**config.mk**
```make
export PLATFORM = sky130hd
export DESIGN_NAME = nonce_search_ctrl
export DESIGN_NICKNAME = d
export VERILOG_FILES = /design/src/rtl/nonce_search_ctrl.sv
export SDC_FILE = /design/constraint.sdc
export NUM_CORES = 1
export LEC_CHECK = 0
export CAP_MARGIN = 20
export CORE_MARGIN = 4
export CORE_UTILIZATION = 40
export DETAILED_ROUTE_END_ITERATION = 12
export PLACE_DENSITY = 0.64
export REMOVE_ABC_BUFFERS = 1
export SLEW_MARGIN = 0
export SYNTH_ARGS = -nofsm -noshare
export SYNTH_HDL_FRONTEND = slang
export SYNTH_SLANG_ARGS = --single-unit
```
**constraint.sdc**
```tcl
create_clock -name clk -period 5.15 [get_ports clk]
set_input_delay 1.03 -clock clk [delete_from_list [all_inputs] [get_ports clk]]
set_output_delay 1.03 -clock clk [all_outputs]
set_load 0.03 [all_outputs]
```
**src/rtl/nonce_search_ctrl.sv**
```systemverilog
// Nonce sweep controller: issues nonces to the hash core, compares each hash MSB slice to a target
// and finishes after the requested number of hits or when the nonce space runs out.
`timescale 1ns/1ps

module nonce_search_ctrl #(
    parameter int unsigned         NONCE_W   = 32,
    parameter int unsigned         HASH_W    = 24,
    parameter int unsigned         TARGET_W  = 8,
    parameter logic [NONCE_W-1:0]  MAX_NONCE = {NONCE_W{1'b1}}
) (
    input  logic                clk,
    input  logic                reset_L,
    input  logic                start,
    input  logic [TARGET_W-1:0] target,
    input  logic [1:0]          num_entradas,
    output logic                hash_req,
    output logic [NONCE_W-1:0]  hash_nonce,
    input  logic                hash_valid,
    input  logic [HASH_W-1:0]   hash_in,
    output logic                fin,
    output logic                exhausted,
    output logic [NONCE_W-1:0]  nonce_valido_out,
    output logic [HASH_W-1:0]   bounty_out,
    output logic [2:0]          hit_count
);

    typedef enum logic [2:0] {
        StIdle,
        StIssue,
        StWait,
        StCheck,
        StDone
    } state_e;

    state_e                state_q, state_d;
    logic [NONCE_W-1:0]    nonce_q, nonce_d;
    logic [TARGET_W-1:0]   target_q, target_d;
    logic [2:0]            need_q, need_d;
    logic [HASH_W-1:0]     hash_q, hash_d;
    logic                  hash_req_q, hash_req_d;
    logic [NONCE_W-1:0]    hash_nonce_q, hash_nonce_d;
    logic                  fin_q, fin_d;
    logic                  exhausted_q, exhausted_d;
    logic [NONCE_W-1:0]    nonce_valido_q, nonce_valido_d;
    logic [HASH_W-1:0]     bounty_q, bounty_d;
    logic [2:0]            hit_count_q, hit_count_d;

    logic                  hit;
    logic [2:0]            hit_count_inc;
    logic [NONCE_W-1:0]    nonce_next;

    assign hit           = hash_q[HASH_W-1 -: TARGET_W] < target_q;
    assign hit_count_inc = hit_count_q + 3'd1;
    assign nonce_next    = nonce_q + NONCE_W'(1);

    always_comb begin
        state_d        = state_q;
        nonce_d        = nonce_q;
        target_d       = target_q;
        need_d         = need_q;
        hash_d         = hash_q;
        hash_req_d     = 1'b0;
        hash_nonce_d   = hash_nonce_q;
        fin_d          = fin_q;
        exhausted_d    = exhausted_q;
        nonce_valido_d = nonce_valido_q;
        bounty_d       = bounty_q;
        hit_count_d    = hit_count_q;

        unique case (state_q)
            StIdle, StDone: begin
                if (start) begin
                    target_d     = target;
                    need_d       = (num_entradas == 2'd0) ? 3'd4 : {1'b0, num_entradas};
                    nonce_d      = '0;
                    hit_count_d  = '0;
                    fin_d        = 1'b0;
                    exhausted_d  = 1'b0;
                    // Request is registered, so it is raised on entry to ISSUE.
                    hash_req_d   = 1'b1;
                    hash_nonce_d = '0;
                    state_d      = StIssue;
                end
            end
            StIssue: begin
                state_d = StWait;
            end
            StWait: begin
                if (hash_valid) begin
                    hash_d  = hash_in;
                    state_d = StCheck;
                end
            end
            StCheck: begin
                if (hit) begin
                    nonce_valido_d = nonce_q;
                    bounty_d       = hash_q;
                    hit_count_d    = hit_count_inc;
                end
                // A final hit on MAX_NONCE counts as success, not exhaustion.
                if (hit && (hit_count_inc == need_q)) begin
                    fin_d       = 1'b1;
                    exhausted_d = 1'b0;
                    state_d     = StDone;
                end else if (nonce_q == MAX_NONCE) begin
                    fin_d       = 1'b1;
                    exhausted_d = 1'b1;
                    state_d     = StDone;
                end else begin
                    nonce_d      = nonce_next;
                    hash_req_d   = 1'b1;
                    hash_nonce_d = nonce_next;
                    state_d      = StIssue;
                end
            end
            default: begin
                state_d = StIdle;
            end
        endcase
    end

    always_ff @(posedge clk or negedge reset_L) begin
        if (!reset_L) begin
            state_q        <= StIdle;
            nonce_q        <= '0;
            target_q       <= '0;
            need_q         <= '0;
            hash_q         <= '0;
            hash_req_q     <= 1'b0;
            hash_nonce_q   <= '0;
            fin_q          <= 1'b0;
            exhausted_q    <= 1'b0;
            nonce_valido_q <= '0;
            bounty_q       <= '0;
            hit_count_q    <= '0;
        end else begin
            state_q        <= state_d;
            nonce_q        <= nonce_d;
            target_q       <= target_d;
            need_q         <= need_d;
            hash_q         <= hash_d;
            hash_req_q     <= hash_req_d;
            hash_nonce_q   <= hash_nonce_d;
            fin_q          <= fin_d;
            exhausted_q    <= exhausted_d;
            nonce_valido_q <= nonce_valido_d;
            bounty_q       <= bounty_d;
            hit_count_q    <= hit_count_d;
        end
    end

    assign hash_req         = hash_req_q;
    assign hash_nonce       = hash_nonce_q;
    assign fin              = fin_q;
    assign exhausted        = exhausted_q;
    assign nonce_valido_out = nonce_valido_q;
    assign bounty_out       = bounty_q;
    assign hit_count        = hit_count_q;

endmodule

```
======== Word-level counts from Yosys, hierarchy flattened ========
Cells that the tools add are included.
Widths: inputs -> output; s select.
storage, ports and cells
  flip-flop bits (word level) ............. 132
  input port bits ......................... 38
  logic and storage cells ................. 61
  output and inout port bits .............. 94
cells by class
  add/subtract/negate cells ............... 2
  $lt $le $gt $ge ......................... 1
  multiplexer cells ....................... 23
  reduce and logical (&&, ||, !) cells .... 12
  eq/ne operators ......................... 12
operators with widths
  operator               number
  $mux 32                3
  $pmux 32 s2            1
  $add 32x1->32 const B  1
  $eq 32x32->1 const B   1
  $mux 3                 7
  $pmux 3 s4             1
  $ne 2x2->1 const B     5
  $lt 8x8->1             1
  $reduce_and 2->1       4
  $mux 1                 7
  $eq 3x2->1 const B     2
  $pmux 1 s2             3
  $pmux 3 s2             1
  $reduce_and 3->1       2
  $reduce_and 4->1       1
  $add 3x1->3 const B    1
  $eq 3x1->1 const B     1
  $eq 3x3->1             1
  $eq 3x3->1 const B     1
  $logic_not 3->1        1
  $ne 3x3->1 const B     1
  $logic_not 2->1        1
  $reduce_bool 2->1      1
  $reduce_or 2->1        1
  $logic_and 1x1->1      1

======== Longest topological paths before layout ========
  depth in word-level cells ............... 5
  gate-level depth with buffers ........... 10
  mapped depth without buffers ............ 8

======== Worst setup path after synthesis ========
No wires, ideal clock.
  kind .................................... input to register
  from .................................... in hash_valid
  to ...................................... reg hash_q[10]
  cell stages on the path ................. 4
  required time ........................... 5.025 ns
  library setup time ...................... 0.125 ns
  path slack .............................. 2.776 ns
  path buffers ............................ 2
  data arrival time ....................... 2.250 ns
  path through ............................ nor4bb_1 -> clkbuf_1 -> clkbuf_1 -> mux2_2
between the ends
  longest elaborated chain between the ends .. 1
RTL lines
  element                     RTL line  RTL
  from (decl)                 18        input logic hash_valid,
  $reduce_and 2->1 (no line)  n/a
  to (signal assigned)        141       hash_q <= hash_d;
  to (decl)                   39        logic [HASH_W-1:0] hash_q, hash_d;
No other way between the ends.
A chain may end at the register's enable or synchronous reset.

==> impl_table.tex <==
\begin{tabular}{lr}
\hline
Metric & Value \\
\hline
\multicolumn{2}{l}{\textbf{Route}} \\
DR DRC count & 0 \\
Vias per std cell & approximately 5.3 \\
Count of antenna-violating nets left after detailed routing & 0 \\
First-pass DRT Iterations & 4 \\
Detailed-route wire length & $\sim$13 mm \\
Mean routed wirelength per cell & 17.0 um \\
Vias after detailed routing & between 4k and 5k \\
Number of violations reported at the end of detailed-routing iteration 0 & 236 \\
\multicolumn{2}{l}{\textbf{STA}} \\
Hold violation count in the final report & 0 \\
Maximum clock frequency & 363 MHz \\
Final worst path period need & about 2800 ps \\
Worst-case hold slack & 481 ps \\
Headroom to the max-slew limit & around two fifths \\
Clock Skews & 7.03 ps \\
Final period utilization & 53.5\% \\
RSZ-0062 raised after global routing & no \\
Setup slack after layout & 2390 ps \\
Slew @ Worst Pin & 927 ps \\
Final setup TNS & 0 ps \\
Final max-slew violation count & 0 \\
Final setup vio count & 0 \\
\multicolumn{2}{l}{\textbf{Synth}} \\
Area share of fa/ha/maj cells after synthesis & 1.96\% \\
Main combinational cell family by area after synthesis & multiplexers \\
Average cell area after synthesis & about 13 um2 \\
Number of instances in the synthesized netlist & approximately 460 \\
Number of enable-type register cells in the synthesized netlist & 0 \\
Yosys warning total & 0 \\
Fraction of the yosys area taken by sequential cells & 57.6\% \\
Post-synthesis simple-gate area fraction & between 10\% and 20\% \\
Synth Register Bits & 132 \\
Async set-or-reset flop fraction in the synthesized netlist & between 90\% and 100\% \\
XOR/XNOR Fraction of Synth Area & under 10\% \\
Share of the synthesized area in compound gates (AO/OA/AOI/OAI) & between 5 and 6\% \\
Netlist Area Pre-Place & around 5700 um2 \\
Mux contribution to synthesized area & between 10\% and 20\% \\
Synth cell types & 55 \\
Most frequently used flop master after synthesis & dfrtp\_1 \\
\multicolumn{2}{l}{\textbf{Die}} \\
I/O pin count & 132 \\
Core Rows & 43 \\
Initial cell density of the core & between 40\% and 50\% \\
Floorplan core area & $\sim$14000 um2 \\
Width of the die & roughly 130 um \\
Die area & around 16000 um2 \\
Vertical extent of the die & approximately 130 um \\
\multicolumn{2}{l}{\textbf{Critical path}} \\
CP Data Arrival Time & 3050 ps \\
Highest fanout seen on the critical path & 10 \\
CP Capture Type & register \\
CP required & $\sim$5400 ps \\
Worst Path Class, Setup & reg -> reg \\
Category of the worst setup path launch point & register \\
\multicolumn{2}{l}{\textbf{Pwr}} \\
Max VDD drop & $\sim$0.00040 V \\
Leakage Power & $\sim$0.0035 uW \\
PD cells & approximately 580 nW/um2 \\
\multicolumn{2}{l}{\textbf{Clocking}} \\
Clock latency at the later pin of the worst-skew pair & about 410 ps \\
Maximum level of the CTS H-tree & 4 \\
Root Buffer & clkbuf\_16 \\
Number of buffers inserted to repair setup after CTS & 0 \\
\# clock sinks & roughly 130 \\
Clock tree from TritonCTS & done \\
CTS Buf Count & 17 \\
Hold-fix buffer count after cts & 0 \\
Number of cells upsized or downsized after cts & 0 \\
Clock Tree Buf Depth & 2 \\
Clock-pin slew on the worst setup and hold paths & 60 ps \\
\multicolumn{2}{l}{\textbf{Placement}} \\
Input/output buffers & $\sim$130 \\
Half-perimeter wire length of the detailed placement result & 9.04 mm \\
Placement-stage worst setup slack & approximately 2200 ps \\
Placer congestion estimate & just under 0.8 \\
\multicolumn{2}{l}{\textbf{Cells and area}} \\
Final layout net count & 638 \\
Fillers & between 1k and 1.5k \\
Post-synthesis to final-layout area growth & 38.4\% \\
ANT cells & 0 \\
Combined area of the multi-input logic cells & 2320 um2 \\
Most frequent cells in the layout & dfrtp\_1 (132), clkdlybuf4s50\_1 (130), mux2\_2 (81) \\
Sequential standard cell area & between 3000 and 4000 um2 \\
Fraction of final layout cells with drive strength greater than 1 & between 20\% and 30\% \\
Most frequent standard cell in the layout excluding fill and tap cells & dfrtp\_1 \\
\multicolumn{2}{l}{\textbf{GRT}} \\
Antenna violations before repair & 0 \\
Gr ovfl total & 0 \\
GRT Util Overall & about 17\% \\
Largest net degree at the start of global routing & between 90 and 100 \\
Wire length of the first global-routing pass & about 22 mm \\
Number of global-route vias before repair & between 4k and 5k \\
\multicolumn{2}{l}{\textbf{Status}} \\
Outcome & completed \\
\multicolumn{2}{l}{\textbf{Min path}} \\
HP Class & reg -> reg \\
\multicolumn{2}{l}{\textbf{Run}} \\
Reported max-cap violation count & 0 \\
\hline
\end{tabular}
==> per-stage QoR <==
stage | instance area (um2) | instances | total power [uW] | utilization (%)
after floorplan | 5640 | 436 | 2590 | -
after global routing | 7940 | 784 | 4880 | 56.8
after CTS | 7940 | 783 | 4680 | 56.7
final | 7940 | 784 | 4620 | 56.8
after global placement | 7230 | 751 | 3180 | 51.7
after detailed placement | 7230 | 751 | 3230 | 51.7
==> sequential cells by signal (all words and copies together), names as in the netlist <==
| signal | count |
|---|---|
| hash_q | 24 |
| hash_req | 1 |
| fin | 1 |
| need_q | 3 |
| target_q | 8 |
| bounty_out | 24 |
| exhausted | 1 |
| nonce_valido_out | 32 |
| state_q | 3 |
| hash_nonce | 32 |
| hit_count | 3 |
==> per-layer routing <==
metal  track usage (%)  vias up  share of wire [%]
met1              21.7     2069                 43
met5                 0        -                  0
met4              5.43        0                1.0
met3              7.12       13                8.3
met2              26.8      122                 48
li1                  -     1913                  -
==> critical path, cell delays in order, from the launching register on <==
cell and delay (ps):
dfrtp_1 430, ha_1 230, and3_1 230, and3_1 340
a31oi_1 520, buf_4 260, nand2_2 120, o31a_1 320
o21a_1 180
==> area by class of cell <==
class,count,area share (%)
Clock buffer,19,5.70
Clock inverter,13,3.18
Inverter,10,0.473
Multi-Input combinational cell,294,29.2
Sequential cell,132,41.6
Tap cell,180,2.84
Timing Repair Buffer,136,17.0
==> synth_stat cells, drive strengths merged, types with 2 or more instances <==
library cell	count	area (um2)
nand4	14	113
nand2	44	170
and4	3	28.8
buf	13	68.8
a32oi	2	17.5
xor2	14	123
or3	5	31.3
a21oi	7	35.0
nand3	21	105
xnor2	2	17.5
and2	3	18.8
ha	9	113
o211ai	6	45.0
clkbuf	8	30.0
nor4	3	33.8
dfrtp	132	3300
inv	10	37.5
nor3	4	20.0
o21ai	16	80.1
or2	2	12.5
mux2i	3	30.0
nor2	21	78.8
and3	5	32.5
mux2	81	912
a31oi	3	33.8
or4	6	45.0
==> cells by family after synthesis <==
| family | count (synthesis) |
|---|---|
| AND/OR/NAND/NOR | 137 |
| buffers and inverters | 31 |
| flip-flops | 132 |
| AO/OA/AOI/OAI | 47 |
| multiplexers | 84 |
| XOR/XNOR | 17 |
| adder cells (fa/ha/maj) | 9 |
==> worst paths after layout <==
path | start | to | slack [ps] | cells past startpoint
min in group asynchronous | reset_L | nonce_valido_out[2]$_DFFE_PN0P_ | 670 | 1
max reg2reg | hash_nonce[0]$_DFFE_PN0P_ | hash_nonce[20]$_DFFE_PN0P_ | 2390 | 8
min reg2reg | fin$_DFFE_PN0P_ | fin$_DFFE_PN0P_ | 480 | 2
max | hash_nonce[0]$_DFFE_PN0P_ | hash_nonce[20]$_DFFE_PN0P_ | 2390 | 8
max in group asynchronous | reset_L | nonce_valido_out[24]$_DFFE_PN0P_ | 3440 | 2
min | fin$_DFFE_PN0P_ | fin$_DFFE_PN0P_ | 480 | 2
==> where the power goes <==
group / internal [uW] / leakage (uW) / total (uW) / switching, uW
Clock: 982 / 0.000339 / 1430 / 444
Combinational: 763 / 0.00143 / 1650 / 884
Sequential: 1350 / 0.00171 / 1550 / 197
(Power assumes the default switching activity.)
